==> config.mk <==
export PLATFORM = sky130hd
export DESIGN_NAME = mc_ctrl_fsm
export DESIGN_NICKNAME = d
export VERILOG_FILES = /design/src/rtl/mc_ctrl_pkg.sv /design/src/rtl/mc_ctrl_decode.sv /design/src/rtl/mc_ctrl_fsm.sv
export SDC_FILE = /design/constraint.sdc
export NUM_CORES = 1
export LEC_CHECK = 0
export ABC_AREA = 1
export ABC_CLOCK_PERIOD_IN_PS = 1700
export BUFFER_PORTS_ARGS = -buffer_cell sky130_fd_sc_hd__buf_2
export CORE_UTILIZATION = 53
export DETAILED_ROUTE_END_ITERATION = 7
export HOLD_SLACK_MARGIN = 0.1
export PLACE_DENSITY = 0.8
export SETUP_SLACK_MARGIN = 0.02
export SLEW_MARGIN = 20
export SYNTH_ARGS = -nofsm -noshare
export SYNTH_HDL_FRONTEND = slang
export SYNTH_HIERARCHICAL = 1
export SYNTH_SLANG_ARGS = --single-unit
export TNS_END_PERCENT = 5
==> constraint.sdc <==
create_clock -name clk -period 1.7 [get_ports clk]
set_input_delay 0.255 -clock clk [delete_from_list [all_inputs] [get_ports clk]]
set_output_delay 0.255 -clock clk [all_outputs]
set_load 0.005 [all_outputs]
==> src/rtl/mc_ctrl_pkg.sv <==
// Shared encodings for the multi-cycle MIPS control unit: instruction codes,
// ALU/extender operation constants, FSM state encoding and decode class bundle.
package mc_ctrl_pkg;

  localparam logic [5:0] INSTR_RTYPE_OP = 6'h00;
  localparam logic [5:0] INSTR_J_OP     = 6'h02;
  localparam logic [5:0] INSTR_JAL_OP   = 6'h03;
  localparam logic [5:0] INSTR_BEQ_OP   = 6'h04;
  localparam logic [5:0] INSTR_BNE_OP   = 6'h05;
  localparam logic [5:0] INSTR_ADDI_OP  = 6'h08;
  localparam logic [5:0] INSTR_SLTI_OP  = 6'h0A;
  localparam logic [5:0] INSTR_ORI_OP   = 6'h0D;
  localparam logic [5:0] INSTR_LUI_OP   = 6'h0F;
  localparam logic [5:0] INSTR_LW_OP    = 6'h23;
  localparam logic [5:0] INSTR_SW_OP    = 6'h2B;

  localparam logic [5:0] INSTR_SLL_FUNCT  = 6'h00;
  localparam logic [5:0] INSTR_SRL_FUNCT  = 6'h02;
  localparam logic [5:0] INSTR_SLLV_FUNCT = 6'h04;
  localparam logic [5:0] INSTR_SRLV_FUNCT = 6'h06;
  localparam logic [5:0] INSTR_JR_FUNCT   = 6'h08;
  localparam logic [5:0] INSTR_JALR_FUNCT = 6'h09;
  localparam logic [5:0] INSTR_ADD_FUNCT  = 6'h20;
  localparam logic [5:0] INSTR_ADDU_FUNCT = 6'h21;
  localparam logic [5:0] INSTR_SUB_FUNCT  = 6'h22;
  localparam logic [5:0] INSTR_SUBU_FUNCT = 6'h23;
  localparam logic [5:0] INSTR_AND_FUNCT  = 6'h24;
  localparam logic [5:0] INSTR_OR_FUNCT   = 6'h25;
  localparam logic [5:0] INSTR_NOR_FUNCT  = 6'h27;
  localparam logic [5:0] INSTR_SLT_FUNCT  = 6'h2A;
  localparam logic [5:0] INSTR_SLTU_FUNCT = 6'h2B;

  localparam logic [4:0] ALUOp_ADDU = 5'd0;
  localparam logic [4:0] ALUOp_ADD  = 5'd1;
  localparam logic [4:0] ALUOp_SUBU = 5'd2;
  localparam logic [4:0] ALUOp_SUB  = 5'd3;
  localparam logic [4:0] ALUOp_AND  = 5'd4;
  localparam logic [4:0] ALUOp_OR   = 5'd5;
  localparam logic [4:0] ALUOp_NOR  = 5'd6;
  localparam logic [4:0] ALUOp_SLT  = 5'd7;
  localparam logic [4:0] ALUOp_SLTU = 5'd8;
  localparam logic [4:0] ALUOp_SLL  = 5'd9;
  localparam logic [4:0] ALUOp_SRL  = 5'd10;
  localparam logic [4:0] ALUOp_SLLV = 5'd11;
  localparam logic [4:0] ALUOp_SRLV = 5'd12;
  localparam logic [4:0] ALUOp_LUI  = 5'd13;
  localparam logic [4:0] ALUOp_EQL  = 5'd14;
  localparam logic [4:0] ALUOp_BNE  = 5'd15;

  localparam logic [1:0] EXT_ZERO   = 2'd0;
  localparam logic [1:0] EXT_SIGNED = 2'd1;

  typedef enum logic [2:0] {
    S_IDLE   = 3'd0,
    S_FETCH  = 3'd1,
    S_DECODE = 3'd2,
    S_EXEC   = 3'd3,
    S_MEM    = 3'd4,
    S_WB     = 3'd5
  } state_e;

  typedef struct packed {
    logic rtype;
    logic itype_alu;
    logic load;
    logic store;
    logic branch;
    logic jump;
    logic jreg;
    logic illegal;
    logic link;
  } instr_class_t;

endpackage

==> src/rtl/mc_ctrl_decode.sv <==
// Combinational decode of the latched opcode/funct into an instruction class,
// ALU operation and immediate-extension mode.
module mc_ctrl_decode
  import mc_ctrl_pkg::*;
(
  input  logic [5:0]   opcode_i,
  input  logic [5:0]   funct_i,
  output instr_class_t cls_o,
  output logic [4:0]   alu_ctrl_o,
  output logic [1:0]   ext_op_o
);

  always_comb begin
    cls_o      = '0;
    alu_ctrl_o = ALUOp_ADDU;
    ext_op_o   = EXT_ZERO;
    case (opcode_i)
      INSTR_RTYPE_OP: begin
        cls_o.rtype = 1'b1;
        case (funct_i)
          INSTR_ADDU_FUNCT: alu_ctrl_o = ALUOp_ADDU;
          INSTR_ADD_FUNCT:  alu_ctrl_o = ALUOp_ADD;
          INSTR_SUBU_FUNCT: alu_ctrl_o = ALUOp_SUBU;
          INSTR_SUB_FUNCT:  alu_ctrl_o = ALUOp_SUB;
          INSTR_AND_FUNCT:  alu_ctrl_o = ALUOp_AND;
          INSTR_OR_FUNCT:   alu_ctrl_o = ALUOp_OR;
          INSTR_NOR_FUNCT:  alu_ctrl_o = ALUOp_NOR;
          INSTR_SLT_FUNCT:  alu_ctrl_o = ALUOp_SLT;
          INSTR_SLTU_FUNCT: alu_ctrl_o = ALUOp_SLTU;
          INSTR_SLL_FUNCT:  alu_ctrl_o = ALUOp_SLL;
          INSTR_SRL_FUNCT:  alu_ctrl_o = ALUOp_SRL;
          INSTR_SLLV_FUNCT: alu_ctrl_o = ALUOp_SLLV;
          INSTR_SRLV_FUNCT: alu_ctrl_o = ALUOp_SRLV;
          INSTR_JR_FUNCT, INSTR_JALR_FUNCT: begin
            cls_o.rtype = 1'b0;
            cls_o.jreg  = 1'b1;
            cls_o.link  = (funct_i == INSTR_JALR_FUNCT);
          end
          default: begin
            cls_o.rtype   = 1'b0;
            cls_o.illegal = 1'b1;
          end
        endcase
      end
      INSTR_J_OP:   cls_o.jump = 1'b1;
      INSTR_JAL_OP: begin
        cls_o.jump = 1'b1;
        cls_o.link = 1'b1;
      end
      INSTR_BEQ_OP: begin
        cls_o.branch = 1'b1;
        alu_ctrl_o   = ALUOp_EQL;
        ext_op_o     = EXT_SIGNED;
      end
      INSTR_BNE_OP: begin
        cls_o.branch = 1'b1;
        alu_ctrl_o   = ALUOp_BNE;
        ext_op_o     = EXT_SIGNED;
      end
      INSTR_ADDI_OP: begin
        cls_o.itype_alu = 1'b1;
        alu_ctrl_o      = ALUOp_ADD;
        ext_op_o        = EXT_SIGNED;
      end
      INSTR_SLTI_OP: begin
        cls_o.itype_alu = 1'b1;
        alu_ctrl_o      = ALUOp_SLT;
        ext_op_o        = EXT_SIGNED;
      end
      INSTR_ORI_OP: begin
        cls_o.itype_alu = 1'b1;
        alu_ctrl_o      = ALUOp_OR;
      end
      INSTR_LUI_OP: begin
        cls_o.itype_alu = 1'b1;
        alu_ctrl_o      = ALUOp_LUI;
      end
      INSTR_LW_OP: begin
        cls_o.load = 1'b1;
        alu_ctrl_o = ALUOp_ADD;
        ext_op_o   = EXT_SIGNED;
      end
      INSTR_SW_OP: begin
        cls_o.store = 1'b1;
        alu_ctrl_o  = ALUOp_ADD;
        ext_op_o    = EXT_SIGNED;
      end
      default: cls_o.illegal = 1'b1;
    endcase
  end

endmodule

==> src/rtl/mc_ctrl_fsm.sv <==
// Multi-cycle MIPS control FSM: sequences each instruction, waits on the memory
// handshake and raises sticky illegal-instruction and bus-timeout flags.
//   state  | meaning
//   IDLE   | one cycle after reset, all outputs low
//   FETCH  | read instruction, PC+4; latch opcode/funct on mem_ready
//   DECODE | precompute branch target; resolve jumps and illegal opcodes
//   EXEC   | ALU operation, address calculation or branch compare
//   MEM    | hold load/store strobe until mem_ready
//   WB     | one-cycle register file write
module mc_ctrl_fsm
  import mc_ctrl_pkg::*;
#(
  parameter int ALUOP_W    = 5,
  parameter int WAIT_CNT_W = 4
) (
  input  logic               clk,
  input  logic               rst,
  input  logic [5:0]         opcode,
  input  logic [5:0]         funct,
  input  logic               mem_ready,
  output logic               pc_we,
  output logic               ir_we,
  output logic               reg_we,
  output logic               mem_re,
  output logic               mem_we,
  output logic               branch,
  output logic               alu_src_a,
  output logic [1:0]         alu_src_b,
  output logic [ALUOP_W-1:0] alu_ctrl,
  output logic [1:0]         ext_op,
  output logic [1:0]         reg_dst,
  output logic [1:0]         mem2reg,
  output logic [1:0]         pc_src,
  output logic [2:0]         state,
  output logic               illegal,
  output logic               bus_timeout
);

  localparam logic [WAIT_CNT_W-1:0] WAIT_MAX = '1;

  state_e                  state_q, state_d;
  logic [5:0]              opcode_q, funct_q;
  logic [WAIT_CNT_W-1:0]   wait_cnt_q, wait_cnt_d;
  logic                    illegal_q, timeout_q;
  logic                    waiting, timeout_now;
  logic [4:0]              alu_op;
  instr_class_t            cls;
  logic [4:0]              dec_alu;
  logic [1:0]              dec_ext;

  mc_ctrl_decode u_decode (
    .opcode_i   (opcode_q),
    .funct_i    (funct_q),
    .cls_o      (cls),
    .alu_ctrl_o (dec_alu),
    .ext_op_o   (dec_ext)
  );

  always_comb begin
    state_d   = state_q;
    pc_we     = 1'b0;
    ir_we     = 1'b0;
    reg_we    = 1'b0;
    mem_re    = 1'b0;
    mem_we    = 1'b0;
    branch    = 1'b0;
    alu_src_a = 1'b0;
    alu_src_b = 2'd0;
    alu_op    = ALUOp_ADDU;
    ext_op    = EXT_ZERO;
    reg_dst   = 2'd0;
    mem2reg   = 2'd0;
    pc_src    = 2'd0;
    waiting   = 1'b0;
    case (state_q)
      S_IDLE: state_d = S_FETCH;
      S_FETCH: begin
        mem_re    = 1'b1;
        alu_src_b = 2'd1;
        waiting   = !mem_ready;
        if (mem_ready) begin
          ir_we   = 1'b1;
          pc_we   = 1'b1;
          state_d = S_DECODE;
        end
      end
      S_DECODE: begin
        alu_src_b = 2'd3;
        alu_op    = ALUOp_ADD;
        ext_op    = dec_ext;
        if (cls.illegal) begin
          state_d = S_FETCH;
        end else if (cls.jump || cls.jreg) begin
          pc_we   = 1'b1;
          pc_src  = cls.jump ? 2'd2 : 2'd3;
          reg_we  = cls.link;
          reg_dst = !cls.link ? 2'd0 : (cls.jump ? 2'd2 : 2'd1);
          mem2reg = cls.link ? 2'd2 : 2'd0;
          state_d = S_FETCH;
        end else begin
          state_d = S_EXEC;
        end
      end
      S_EXEC: begin
        alu_src_a = 1'b1;
        alu_op    = dec_alu;
        ext_op    = dec_ext;
        if (cls.branch) begin
          // PC write is qualified by the ALU zero flag in the datapath.
          branch  = 1'b1;
          pc_src  = 2'd1;
          state_d = S_FETCH;
        end else if (cls.load || cls.store) begin
          alu_src_b = 2'd2;
          state_d   = S_MEM;
        end else begin
          alu_src_b = cls.itype_alu ? 2'd2 : 2'd0;
          state_d   = S_WB;
        end
      end
      S_MEM: begin
        ext_op  = dec_ext;
        mem_re  = cls.load;
        mem_we  = cls.store;
        waiting = !mem_ready;
        if (mem_ready) state_d = cls.load ? S_WB : S_FETCH;
      end
      S_WB: begin
        ext_op  = dec_ext;
        reg_we  = 1'b1;
        reg_dst = cls.rtype ? 2'd1 : 2'd0;
        mem2reg = cls.load ? 2'd1 : 2'd0;
        state_d = S_FETCH;
      end
      default: state_d = S_IDLE;
    endcase
  end

  // Counter is zero whenever not waiting, so every FETCH/MEM visit starts at 0.
  assign timeout_now = waiting && (wait_cnt_q == WAIT_MAX);
  assign wait_cnt_d  = !waiting ? '0 : (timeout_now ? WAIT_MAX : wait_cnt_q + 1'b1);

  always_ff @(posedge clk or posedge rst) begin
    if (rst) begin
      state_q    <= S_IDLE;
      opcode_q   <= '0;
      funct_q    <= '0;
      wait_cnt_q <= '0;
      illegal_q  <= 1'b0;
      timeout_q  <= 1'b0;
    end else begin
      state_q    <= state_d;
      wait_cnt_q <= wait_cnt_d;
      if (state_q == S_FETCH && mem_ready) begin
        opcode_q <= opcode;
        funct_q  <= funct;
      end
      if (state_q == S_DECODE && cls.illegal) illegal_q <= 1'b1;
      if (timeout_now) timeout_q <= 1'b1;
    end
  end

  assign alu_ctrl    = ALUOP_W'(alu_op);
  assign state       = state_q;
  assign illegal     = illegal_q | ((state_q == S_DECODE) && cls.illegal);
  assign bus_timeout = timeout_q | timeout_now;

endmodule

; ---- Yosys cells after proc, flatten, opt, wreduce, memory -nomap -nowiden
; Cells that the tools add are included.
[word_totals]
ff_bits = 21
[op_classes]
addsub = 1
eq_ne = 32
n_mux = 62
n_bitwise = 2
n_reduce_logical = 22
[ops]
columns = cell, count
row1 = "6-bit equality test, second input constant", 11
row2 = 4-bit one-hot mux with 12 select lines, 1
row3 = "6-bit by 4-bit equality test with 1-bit output, second input constant", 6
row4 = 5-bit one-hot mux with 7 select lines, 1
row5 = 2-bit two-way mux, 15
row6 = 1-bit two-way mux, 28
row7 = "6-bit by 3-bit equality test with 1-bit output, second input constant", 4
row8 = "6-bit by 2-bit equality test with 1-bit output, second input constant", 3
row9 = 3-bit one-hot mux with 5 select lines, 1
row10 = 15-bit OR reduction, 1
row11 = 13-bit OR reduction, 1
row12 = 6-bit logical NOT, 2
row13 = 3-bit two-way mux, 4
row14 = 2-bit one-hot mux with 2 select lines, 3
row15 = 1-bit one-hot mux with 2 select lines, 5
row16 = 5-bit one-hot mux with 2 select lines, 1
row17 = 10-bit OR reduction, 1
row18 = 2-bit OR reduction, 5
row19 = 4-bit two-way mux, 2
row20 = 4-bit OR reduction, 2
row21 = "3-bit by 2-bit equality test with 1-bit output, second input constant", 2
row22 = "3-bit equality test, second input constant", 2
row23 = 2-bit one-hot mux with 3 select lines, 1
row24 = 6-bit OR reduction, 1
row25 = 11 further kinds, 16

; ---- Depth between registers and ports, before layout
[logic_depth]
word_depth = 8
depth_mapped = 13

; ---- By module
; The synthesis kept the hierarchy.
[modules_own_cells]
columns = module, n_inst, cells_per_inst, area_each_um2
row1 = mc_ctrl_fsm, 1, 164, 1147.4
row2 = mc_ctrl_decode, 1, 93, 457.9

; ---- Worst setup path before layout
; Ideal clock, no wire load.
[synth_timing]
kind = register to output
start = reg opcode_q[3]
end = out pc_src[0]
arrival_ns = 1.357
t_required_ns = 1.445
setup_slack_ns = 0.088
stages_incl_launch_ff = 10
cell_sequence = dfrtp_1 nor2_1 nand4_2 nand2_1 inv_1 nand3_1 nand2_1 inv_1 nand2_1 o21ai_0
[synth_lines]
columns = element, line
row1 = from (decl), mc_ctrl_fsm.sv:42  ; logic [5:0] opcode_q, funct_q;
row2 = from (signal assigned), mc_ctrl_fsm.sv:155  ; opcode_q <= opcode;
row3 = to (decl), mc_ctrl_fsm.sv:33  ; output logic [1:0] pc_src,

; ---- Worst setup path after layout
[layout_timing]
start = reg opcode_q[2]
end = out alu_ctrl[0]
[layout_via]
elab_chain_cells = 4
[layout_rtl]
columns = element, line
row1 = 6-bit by 4-bit equality test with 1-bit output or 6-bit equality test (tied branches), mc_ctrl_decode.sv:17  ; case (opcode_i)
row2 = 3-bit OR reduction (no source line), n/a
row3 = 5-bit one-hot mux with 7 select lines (*), mc_ctrl_decode.sv:17
row4 = net dec_alu[0], mc_ctrl_fsm.sv:48  ; logic [4:0] dec_alu;
row5 = 5-bit one-hot mux with 2 select lines (*), mc_ctrl_fsm.sv:75  ; case (state_q)
row6 = to (decl), mc_ctrl_fsm.sv:29  ; output logic [ALUOP_W-1:0] alu_ctrl,
; The timed path passes the listed nets; every way through them passes the cells marked *.

==> results.sh <==
export IMPL_place_worst_setup_slack_ns=-0.131
export IMPL_reg2reg_depth=13
export IMPL_fin_setup_tns_ns=-6.18
export IMPL_cts_made_buffers=3
export IMPL_viasPerCell=5.07
export IMPL_power_mw=3.79
export IMPL_fin_crit_ns=2.14
export IMPL_synth_top_area_cell="dfrtp_1"
export IMPL_min_to="funct_q[3]$_DFFE_PP0P_"
export IMPL_synth_cell_types=26
export IMPL_dp_hpwl_um=3090
export IMPL_synth_ff_type="dfrtp_1"
export IMPL_p_leak_nw=1.29
export IMPL_synth_top_cell_area_share=0.327
export IMPL_yosys_warnings=6
export IMPL_area_delta_synth_final_pct=41.8
export IMPL_ioPinCount=42
export IMPL_status="finished, violations left"
export IMPL_maxCapViolations=0
export IMPL_worstReg2RegStart="opcode_q[5]$_DFFE_PP0P_"
export IMPL_synth_seq_cells=21
export IMPL_avgSynthCellArea_um2=6.25
export IMPL_hold_viol_final=0
export IMPL_final_common_cell="nand2_1"
export IMPL_antenna_left=0
export IMPL_synth_edf_count=0
export IMPL_gr_total_overflow=0
export IMPL_end_kind="output port"
export IMPL_hold_path_depth=3
export IMPL_totalWireLength_um=4250
export IMPL_grt_pass1_wl_um=7040
export IMPL_antenna_found_initial=0
export IMPL_min_from="funct[3]"
export IMPL_crit_fanout=4
export IMPL_via_count=1896
export IMPL_cp_start_kind="register"
export IMPL_numPortBuffers=39
export IMPL_mostFrequentLayoutCells="79 x nand2_1, 43 x buf_4, 39 x buf_2"
export IMPL_hold_path_class="in2reg"
export IMPL_r2r_slack_ns=-0.08
export IMPL_violations="design-rule violations, negative setup slack"
export IMPL_first_global_vias=1662
export IMPL_crit_arrival_ns=1.89
export IMPL_fin_util=0.811
export IMPL_clk_pin_slew_ns=0.11
export IMPL_crit_family="simple AND/OR/NAND/NOR gates"
export IMPL_track_usage=0.275
export IMPL_finalSetupViolations=20
export IMPL_critical_path_class="reg2out"
export IMPL_crit_chain="buf_4, nand4_1, nand2_1, buf_4, nor3b_1, nand2_1, nor2_1, nor2_1, buf_2"
export IMPL_crit_buf_inv=3
export IMPL_core_area_um2=2810
export IMPL_drcViolationCount=6
export IMPL_die_x_um=57.0
export IMPL_ys_seq_area_frac=0.327
export IMPL_place_congestion=0.860
export IMPL_nets=360
export IMPL_maxSlewViolCount=0
export IMPL_skew_ns=0.00199
export IMPL_synth_area_um2=1610
export IMPL_drt_wirelength_per_cell_um=11.4
export IMPL_n_antenna_cell=0
export IMPL_drive_above_1_share=0.359
export IMPL_grt_max_degree=22
export IMPL_rsz0062_at_grt="true"
export IMPL_synth_area_leaders="dfrtp_1 33%, nand2_1 20%, inv_1 9.6%"
export IMPL_max_freq_mhz=467
export IMPL_design_die_area_um2=3250
export IMPL_hold_ws_ns=0.138
export IMPL_clock_path_buffers=2
export IMPL_ir_worst_vdd_v=0.00108
export IMPL_num_rows=19
export IMPL_drt_iter0_markers=120
export IMPL_synthArstFlopShare=1.00
export IMPL_clkSinkCount=21
export IMPL_pwr_density_cell_nw_per_um2=1660
export IMPL_cts_tree="yes"
export IMPL_fin_crit_sh=1.26
export IMPL_clock_latency_ns=0.30
export IMPL_htreeDepth=1
export IMPL_crit_path_top_delay_cell="dfrtp_1"
export IMPL_regToRegEndpoint="state[1]$_DFFE_PP0P_"
export IMPL_cts_root_buf="clkbuf_4"
export IMPL_cp_required_ns=1.44
export IMPL_initial_core_util=0.572
export IMPL_first_pass_iters=6
export IMPL_worst_slack_ns=-0.443
export IMPL_die_h_um=57.0
export IMPL_slowest_delay_ns=0.44
export IMPL_syn_inst=257
-- tightest hold or removal path, stage by stage --
cell     delay, ns
buf_2         0.07
nand2_1       0.04
nand2_1       0.04
-- cells by family (layout without fill, tap and decap cells) --
family,Yosys count,in the layout,share of synthesized area
AO/OA/AOI/OAI,22,22,0.0795
XOR/XNOR,1,1,0.00546
adder cells (fa/ha/maj),1,1,0.00779
buffers and inverters,48,133,0.124
flip-flops,21,21,0.327
other,1,2,0.00234
AND/OR/NAND/NOR,163,163,0.454
-- power breakdown --
part           internal [mW]  switching (mW)  total, mW
Combinational           1.16            1.45       2.61
Sequential             0.708           0.230      0.937
Clock                 0.0916           0.143      0.234
Total                   1.96            1.82       3.79
-- sequential cells by signal, summed over array words and instances (netlist names) --
| name | flops |
|---|---|
| state | 3 |
| funct_q | 6 |
| timeout_q | 1 |
| wait_cnt_q | 4 |
| opcode_q | 6 |
| illegal_q | 1 |
-- what timing repair did --
item | CTS | global route
hold buffers | 1 | 0
hold endpoints to repair | 21 | 0
buffers inserted | 4 | 2
gates resized for setup | 19 | 16
pin swaps | 11 | 11
setup endpoints to repair | 22 | 23
-- cell usage after synthesis, types with 3 or more instances --
| library cell | number |
|---|---|
| o21bai_1 | 3 |
| inv_1 | 41 |
| o21ai_0 | 9 |
| nand2_1 | 84 |
| inv_2 | 3 |
| nand4_1 | 7 |
| nor2_4 | 5 |
| nor3_1 | 6 |
| a21oi_1 | 4 |
| nor2_1 | 31 |
| nand2_2 | 3 |
| dfrtp_1 | 21 |
| nand3_1 | 23 |
| buf_4 | 3 |
-- routing by layer --
metal	wire length, um	up-vias	track usage
met4	53	0	0.0836
met3	168	7	0.0227
met1	2020	850	0.406
li1	-	982	-
met5	0	-	0
met2	2010	57	0.434
-- final cells by class --
| cell class | instances | area, um2 |
|---|---|---|
| multi-input combinational | 189 | 958 |
| timing repair buffer | 85 | 551 |
| sequential | 21 | 529 |
| fill | 194 | 529 |
| inverter | 44 | 173 |
| tap | 31 | 38.8 |
| clock buffer | 4 | 26.3 |
-- metrics by stage --
stage | cell area (um2) | std cells
finish | 2280 | 374
global route | 2280 | 374
CTS | 2220 | 372
detailed placement | 2100 | 363
global placement | 2100 | 363
floorplan | 1610 | 258
-- how the worst max path moves through the flow --
stage	from	end	slack (ns)	depth (start not counted)
finish	opcode_q[2]$_DFFE_PP0P_	alu_ctrl[0]	-0.44	9
global route	opcode_q[2]$_DFFE_PP0P_	alu_ctrl[0]	-0.54	9
CTS	opcode_q[2]$_DFFE_PP0P_	alu_ctrl[0]	-0.36	9
detailed placement	opcode_q[5]$_DFFE_PP0P_	pc_we	-0.13	10
global placement	opcode_q[2]$_DFFE_PP0P_	alu_src_b[1]	-0.10	8
floorplan	opcode_q[3]$_DFFE_PP0P_	pc_src[0]	0.09	9
No activity file was read; power rests on OpenSTA's default activity.
